==> src/rtl/sh_chain_reader_pkg.sv <==
// Shared types and helpers for the shift-chain readback path.
package qlf_k6n10f_shchain_pkg;

  typedef enum logic [1:0] {
    IDLE  = 2'd0,
    SHIFT = 2'd1,
    DRAIN = 2'd2,
    DONE  = 2'd3
  } state_t;

  function automatic int unsigned words_for(input int unsigned len, input int unsigned w);
    return (len + w - 1) / w;
  endfunction

endpackage

==> src/rtl/sh_chain_word_buf.sv <==
// One-deep valid/ready output register for assembled readback words.
module sh_chain_word_buf #(
  parameter int unsigned WORD_W = 8
) (
  input  logic              C,
  input  logic              R,
  input  logic              load,
  input  logic [WORD_W-1:0] load_data,
  input  logic              rd_ready,
  output logic [WORD_W-1:0] rd_data,
  output logic              rd_valid
);

  // A load wins over a same-edge transfer so back-to-back words keep rd_valid high.
  always_ff @(posedge C or negedge R) begin
    if (!R) begin
      rd_data  <= '0;
      rd_valid <= 1'b0;
    end else if (load) begin
      rd_data  <= load_data;
      rd_valid <= 1'b1;
    end else if (rd_valid && rd_ready) begin
      rd_valid <= 1'b0;
    end
  end

endmodule

==> src/rtl/sh_chain_reader.sv <==
// Reads back a sh_dff shift chain through its serial tail and packs the bits into words.
module sh_chain_reader
  import qlf_k6n10f_shchain_pkg::*;
#(
  parameter int unsigned CHAIN_LEN = 64,
  parameter int unsigned WORD_W    = 8,
  parameter int unsigned LSB_FIRST = 1
) (
  input  logic              C,
  input  logic              R,
  input  logic              start,
  input  logic              sdi,
  output logic              shift_en,
  output logic              busy,
  output logic              done,
  output logic [WORD_W-1:0] rd_data,
  output logic              rd_valid,
  input  logic              rd_ready
);

  localparam int unsigned NW = words_for(CHAIN_LEN, WORD_W);
  localparam int unsigned CW = $clog2(CHAIN_LEN + 1);
  localparam int unsigned BW = (WORD_W > 1) ? $clog2(WORD_W) : 1;
  localparam int unsigned XW = $clog2(NW + 1);
  localparam logic [CW-1:0] BIT_LAST  = CW'(CHAIN_LEN - 1);
  localparam logic [BW-1:0] POS_LAST  = BW'(WORD_W - 1);
  localparam logic [XW-1:0] WORD_LAST = XW'(NW - 1);

  state_t            state;
  logic [CW-1:0]     bit_cnt;
  logic [BW-1:0]     bidx;
  logic [XW-1:0]     xfer_cnt;
  logic [WORD_W-1:0] asm_q;
  logic [WORD_W-1:0] asm_next;
  logic              chain_end;
  logic              word_end;
  logic              load;
  logic              xfer;
  int unsigned       pos;

  assign chain_end = (bit_cnt == BIT_LAST);
  assign word_end  = (bidx == POS_LAST) || chain_end;
  // Stall only when the completing bit has nowhere to go this edge.
  assign shift_en  = (state == SHIFT) && !(word_end && rd_valid && !rd_ready);
  assign load      = shift_en && word_end;
  assign xfer      = rd_valid && rd_ready;
  assign busy      = (state != IDLE);
  assign done      = (state == DONE);

  always_comb begin
    pos      = (LSB_FIRST != 0) ? 32'(bidx) : (WORD_W - 1) - 32'(bidx);
    asm_next = asm_q;
    for (int unsigned i = 0; i < WORD_W; i++) begin
      if (i == pos) asm_next[i] = sdi;
    end
  end

  always_ff @(posedge C or negedge R) begin
    if (!R) begin
      state    <= IDLE;
      bit_cnt  <= '0;
      bidx     <= '0;
      xfer_cnt <= '0;
      asm_q    <= '0;
    end else begin
      case (state)
        IDLE: begin
          if (start) begin
            state    <= SHIFT;
            bit_cnt  <= '0;
            bidx     <= '0;
            xfer_cnt <= '0;
            asm_q    <= '0;
          end
        end
        SHIFT: begin
          if (shift_en) begin
            bit_cnt <= bit_cnt + 1'b1;
            bidx    <= word_end ? '0 : bidx + 1'b1;
            asm_q   <= word_end ? '0 : asm_next;
            if (chain_end) state <= DRAIN;
          end
          if (xfer) xfer_cnt <= xfer_cnt + 1'b1;
        end
        DRAIN: begin
          if (xfer) begin
            xfer_cnt <= xfer_cnt + 1'b1;
            if (xfer_cnt == WORD_LAST) state <= DONE;
          end
        end
        DONE:    state <= IDLE;
        default: state <= IDLE;
      endcase
    end
  end

  sh_chain_word_buf #(
    .WORD_W(WORD_W)
  ) u_buf (
    .C         (C),
    .R         (R),
    .load      (load),
    .load_data (asm_next),
    .rd_ready  (rd_ready),
    .rd_data   (rd_data),
    .rd_valid  (rd_valid)
  );

endmodule

==> config.mk <==
export PLATFORM = sky130hd
export DESIGN_NAME = sh_chain_reader
export DESIGN_NICKNAME = d
export VERILOG_FILES = /design/src/rtl/sh_chain_reader_pkg.sv /design/src/rtl/sh_chain_word_buf.sv /design/src/rtl/sh_chain_reader.sv
export SDC_FILE = /design/constraint.sdc
export NUM_CORES = 1
export LEC_CHECK = 0
export ABC_AREA = 1
export CORE_MARGIN = 8
export CORE_UTILIZATION = 45
export CTS_CLUSTER_SIZE = 24
export DETAILED_ROUTE_END_ITERATION = 10
export GPL_ROUTABILITY_DRIVEN = 0
export REMOVE_ABC_BUFFERS = 1
export SYNTH_ARGS = -nofsm -noshare
export SYNTH_HDL_FRONTEND = slang
export SYNTH_SLANG_ARGS = --single-unit
==> constraint.sdc <==
create_clock -name C -period 5.15 [get_ports C]
set_clock_uncertainty 0.2 [all_clocks]
set_input_delay 1.03 -clock C [delete_from_list [all_inputs] [get_ports C]]
set_output_delay 1.03 -clock C [all_outputs]
set_load 0.005 [all_outputs]
==> results of run 1 <==
cell usage after synthesis (all sizes together):
cell type and n:
nor2 9, or2 3, a31oi 3, a211oi 1, buf 7, nand2 82, nand3 18, ha 13
dfrtp 33, o21ai 24, a41oi 1, xor2 2, inv 22, o21a 1, a21oi 6, nand4 1
report_power, final:
group,switching [mW],internal [mW],leakage (nW)
combinational,0.232,0.121,0.528
clock,0.0979,0.0937,0.0450
sequential,0.0335,0.295,0.454
worst max-delay path, cell delays in order:
cell and delay [ns]:
clkdlybuf4s50_1 0.50, inv_1 0.05, nand2_1 0.09, inv_1 0.09
a21oi_1 0.29, clkdlybuf4s50_1 0.57
per-stage QoR:
stage / util (%) / setup WS [ns] / hold slack (ns) / instances
after floorplan: - / 2.454 / 0.2479 / 219
after global placement: 50.76 / 1.305 / 0.2654 / 286
after detailed placement: 50.76 / 1.306 / 0.2647 / 286
after CTS: 52.84 / 1.300 / 0.2835 / 294
after global routing: 52.84 / 1.212 / 0.3074 / 294
final: 52.84 / 1.312 / 0.2816 / 294
per-layer routing:
layer | vias up | global-route usage, % | part of all wire [%]
met5 | - | 0 | 0
met4 | 0 | 5.455 | 1.3
met3 | 5 | 3.378 | 4.4
met2 | 19 | 21.02 | 47
met1 | 643 | 14.45 | 48
li1 | 757 | - | -
sequential cells by signal (all words and copies together), names as in the netlist:
name / cells
asm_q: 8
bidx: 3
bit_cnt: 7
state: 2
u_buf.rd_data: 8
u_buf.rd_valid: 1
xfer_cnt: 4
path summary, 6_finish.rpt:
kind / from / end / slack [ns] / cells past startpoint
max: rd_ready / shift_en / 1.31 / 6
min: u_buf.rd_data[0]$_DFFE_PN0P_ / u_buf.rd_data[0]$_DFFE_PN0P_ / 0.28 / 2
max reg2reg: state[1]$_DFFE_PN0P_ / bidx[2]$_DFFE_PN0P_ / 2.93 / 6
min reg2reg: u_buf.rd_data[0]$_DFFE_PN0P_ / u_buf.rd_data[0]$_DFFE_PN0P_ / 0.28 / 2
max in group asynchronous: R / bidx[1]$_DFFE_PN0P_ / 3.50 / 2
min in group asynchronous: R / state[1]$_DFFE_PN0P_ / 0.95 / 2
cell type report:
type | count | area [µm²] | share of cell area, %
clock buffer | 6 | 72.57 | 3.459
clock inverter | 2 | 10.01 | 0.4770
inverter | 22 | 82.58 | 3.936
multi-input combinational | 164 | 877.1 | 41.80
sequential | 33 | 825.8 | 39.36
tap | 50 | 62.56 | 2.982
timing repair buffer | 17 | 167.7 | 7.990
cells by family after synthesis:
kind of cell	Yosys count	share of synthesized area [%]
AO/OA/AOI/OAI	36	10.72
flip-flops	33	44.78
AND/OR/NAND/NOR	113	27.07
XOR/XNOR	2	0.9500
buffers and inverters	29	7.666
adder cells (fa/ha/maj)	13	8.820
==> run summary, run 1 <==
Max Cap Violations: 0
Layout cell share with drive strength beyond 1: 8.197%
Final critical-path share of the clock period: 74.53%
Pin count of the biggest net entering global routing: 34
Drt drc: 0
Initial Util: 46.44%
Clk pin slew, worst setup/hold paths: 0.07 ns
Synth area leader: dfrtp_1
Pwr dens: 416.1 mW/mm²
Most frequent cells in the layout: nand2_1 (78), dfrtp_1 (33), inv_1 (21), o21ai_0 (19), nand3_1 (17)
Via count: 1,424
Most common cell after layout, fill and taps aside: nand2_1
Horiz. Die Dim: 80.02 µm
Leak: 1.027 nW
H-tree levels: 2
Final setup fails: 0
Pre-antenna DRT Iters: 5
Site Rows: 23
Slew headroom: 49.26%
CTS Root Cell: clkbuf_8
I/O Buffers: 16
Final slew viol count: 0
Num CTS Buffers: 5
Syn Inst Count: 226
Vias per cell: 4.844
DRT antenna net count: 0
Post-route cell area: 0.002098 mm²
First-pass GRT wire length: 6334 µm
Layout net count: 261
Maximum clock rate: 0.2605 GHz
DRT iter0 DRCs: 48
Worst-Margin Slew: 0.7582 ns
Fillers: 378
Seq/Total Area, Yosys: 44.78%
Yosys top cell area share: 44.78%
Routed WL: 3535 µm
Worst setup EP type: output pin
Antenna violations before repair: 0
CTS tree: done
Hold buffers post-CTS: 0
Crit Path Max Fanout: 4
#FFs+latches synth: 33
Global Route Usage Sum: 12.49%
Core area: 0.003971 mm²
Worst Path Arrival: 2.61 ns
Hold WC Path Type: register to register
Synth top area cells: dfrtp_1 (45%), nand2_1 (16%), ha_1 (8.8%), o21ai_0 (5.2%), nand3_1 (4.6%)
RSZ-0062 raised after global routing: false
Die area: 0.006403 mm²
Dpl hpwl: 2467 µm
Peak VDD IR: 0.0002172 V
Crit path kind: primary input to output pin
CTS resizes: 0
Vias in the first global route: 1,414
Synth Warn #: 0
Final hold violation count: 0
Clock sinks: 33
Routed len/inst: 12.02 µm
Clk_lat worst skew: 0.29 ns
Boundary Pins: 17
Outcome: complete, no violations
Die height: 80.02 µm
Startpoint class of the critical path: primary input
Syn_area_per_cell: 8.160 µm²
Synth unique cells: 25
Post-place instance area: 0.002016 mm²
Ant diodes: 0
Tot Pwr: 0.8732 mW
Minimum clock period: 3.838 ns
Clock buffer depth: 2
Sum Neg Setup Slack: 0 ns
Cell Area, Synth: 0.001844 mm²
Critical path data required time: 3.92 ns
Setup Fix Bufs, Post-CTS: 0
Area grow syn2layout: 13.77%
Grt ovf: 0
Note: power is estimated with default switching activity, not from simulation.
==> run 2, diff against run 1 <==
--- a/config.mk
+++ b/config.mk
@@ -11,6 +11,7 @@
 export CTS_CLUSTER_SIZE = 24
 export DETAILED_ROUTE_END_ITERATION = 10
 export GPL_ROUTABILITY_DRIVEN = 0
+export PLACE_DENSITY = 0.67
 export REMOVE_ABC_BUFFERS = 1
 export SYNTH_ARGS = -nofsm -noshare
 export SYNTH_HDL_FRONTEND = slang
==> constraint.sdc (replaced) <==
create_clock -name C -period 3.16 [get_ports C]
set_clock_uncertainty 0.2 [all_clocks]
set_input_delay 0.632 -clock C [delete_from_list [all_inputs] [get_ports C]]
set_output_delay 0.632 -clock C [all_outputs]
set_load 0.005 [all_outputs]
==> run 2 against run 1 <==
  * Sequential power grew 63%
  * Combinational power grew 64%
  * Routed wire length shrank 0.57%
  * Worst setup slack lost 1.1 ns
  * Via count grew 0.35%
  * Largest cell class unchanged
==> run summary, run 2 (synthesized netlist as in run 1, its figures left out) <==
DRT iter0 DRCs: 58
Boundary Pins: 17
Clock buffer depth: 2
Clk pin slew, worst setup/hold paths: 0.06 ns
Setup Fix Bufs, Post-CTS: 0
Crit Path Max Fanout: 4
Worst Path Arrival: 2.16 ns
Final setup fails: 0
Area of the multi-input gates: 883.3 µm²
Max Cap Violations: 0
Hold WC Path Type: register to register
Pre-antenna DRT Iters: 4
RSZ-0062 raised after global routing: false
Routed WL: 3515 µm
Critical path data required time: 2.33 ns
Most common cell after layout, fill and taps aside: nand2_1
Die area: 0.006403 mm²
Sum Neg Setup Slack: 0 ns
Setup ws final: 0.1671 ns
Leak: 1.029 nW
I/O Buffers: 16
Outcome: complete, no violations
DRT antenna net count: 0
CTS Root Cell: clkbuf_8
H-tree levels: 2
Clk_lat worst skew: 0.28 ns
Site Rows: 23
Switching power: 0.5872 mW
Final slew viol count: 0
Hold buffers post-CTS: 0
Worst-Margin Slew: 0.7680 ns
Final hold violation count: 0
Pre-CTS WS: 0.08744 ns
Num CTS Buffers: 5
Net Sw Frac: 41.30%
Fillers: 376
Peak VDD IR: 0.0003546 V
Initial Util: 46.44%
Logic gate share of total power: 40.8%
Minimum clock period: 2.993 ns
Via count: 1,429
Internal: 0.8344 mW
Clock sinks: 33
Ant diodes: 0
Global Route Usage Sum: 12.15%
Worst setup EP type: output pin
Layout net count: 262
Crit path kind: primary input to output pin
Startpoint class of the critical path: primary input
Drt drc: 0
Antenna violations before repair: 0
Die height: 80.02 µm
Horiz. Die Dim: 80.02 µm
Register area: 825.8 µm²
Grt ovf: 0
CTS resizes: 0
Finished Core Util: 53.18%
Biggest regs: asm_q (8), u_buf.rd_data (8), bit_cnt (7)
Pin count of the biggest net entering global routing: 34
Pwr dens: 673.1 mW/mm²
Flop pwr share: 37.6%
Most frequent cells in the layout: nand2_1 (78), dfrtp_1 (33), inv_1 (21), o21ai_0 (19), nand3_1 (17)
Vias in the first global route: 1,391
Clk pwr share: 21.6%
CTS tree: done
Maximum clock rate: 0.3341 GHz
Area grow syn2layout: 14.52%
Final critical-path share of the clock period: 94.71%
Layout cell share with drive strength beyond 1: 9.388%
First-pass GRT wire length: 6196 µm
Core area: 0.003971 mm²
Dpl hpwl: 2422 µm
Routed len/inst: 11.92 µm
Slew headroom: 48.61%
Vias per cell: 4.844
==> run 2: metrics by stage <==
| stage | hold WS (ns) | std cells | area (µm²) | total power, mW |
|---|---|---|---|---|
| 2_1_floorplan | 0.1364 | 219 | 1785 | 0.9495 |
| 3_3_place_gp | 0.2651 | 287 | 2023 | 1.119 |
| 3_5_place_dp | 0.2641 | 287 | 2023 | 1.120 |
| 4_1_cts | 0.2884 | 295 | 2106 | 1.432 |
| 5_1_grt | 0.3223 | 295 | 2112 | 1.558 |
| 6_report | 0.2831 | 295 | 2112 | 1.422 |
==> run 2: cell type report <==
cell class	count	share of cell area, %
Clock inverter	2	0.4739
Multi-Input combinational cell	164	41.82
Sequential cell	33	39.10
Inverter	22	3.910
Clock buffer	6	3.436
Timing Repair Buffer	18	8.294
Tap cell	50	2.962
==> run 2: worst max-delay path, stage by stage <==
cell             delay, ns
clkdlybuf4s50_1       0.50
inv_1                 0.05
nand2_1               0.09
inv_1                 0.10
a21oi_2               0.24
clkdlybuf4s50_1       0.54
==> run 2: path summary, 6_finish.rpt <==
kind / startpoint / slack (ns) / to / cells past startpoint
worst max-delay path: rd_ready / 0.17 / shift_en / 6
worst min-delay path: u_buf.rd_data[1]$_DFFE_PN0P_ / 0.28 / u_buf.rd_data[1]$_DFFE_PN0P_ / 2
worst max register to register: bidx[0]$_DFFE_PN0P_ / 0.98 / asm_q[4]$_DFFE_PN0P_ / 7
worst min register to register: u_buf.rd_data[1]$_DFFE_PN0P_ / 0.28 / u_buf.rd_data[1]$_DFFE_PN0P_ / 2
max in group asynchronous: R / 1.89 / u_buf.rd_data[0]$_DFFE_PN0P_ / 2
min in group asynchronous: R / 0.55 / bidx[0]$_DFFE_PN0P_ / 2
==> run 2: metal layers <==
layer	track usage, %	share of wire (%)
met1	15.29	49
met2	18.51	46
met3	3.491	3.2
met4	6.000	2.2
met5	0	0
==> run 2: power by group through the flow <==
stage	sequential (mW)	clock [mW]	combinational, mW
floorplan	0.529	0	0.420
global placement	0.538	0	0.581
detailed placement	0.542	0	0.578
CTS	0.534	0.317	0.581
global route	0.544	0.339	0.674
finish	0.535	0.307	0.580
==> run 3, diff against run 2 <==
--- a/config.mk
+++ b/config.mk
@@ -6,6 +6,7 @@
 export NUM_CORES = 1
 export LEC_CHECK = 0
 export ABC_AREA = 1
+export CAP_MARGIN = 20
 export CORE_MARGIN = 8
 export CORE_UTILIZATION = 45
 export CTS_CLUSTER_SIZE = 24
==> results of run 3 <==
Same layout as run 2: the final DEF is identical, and so are final timing and power.
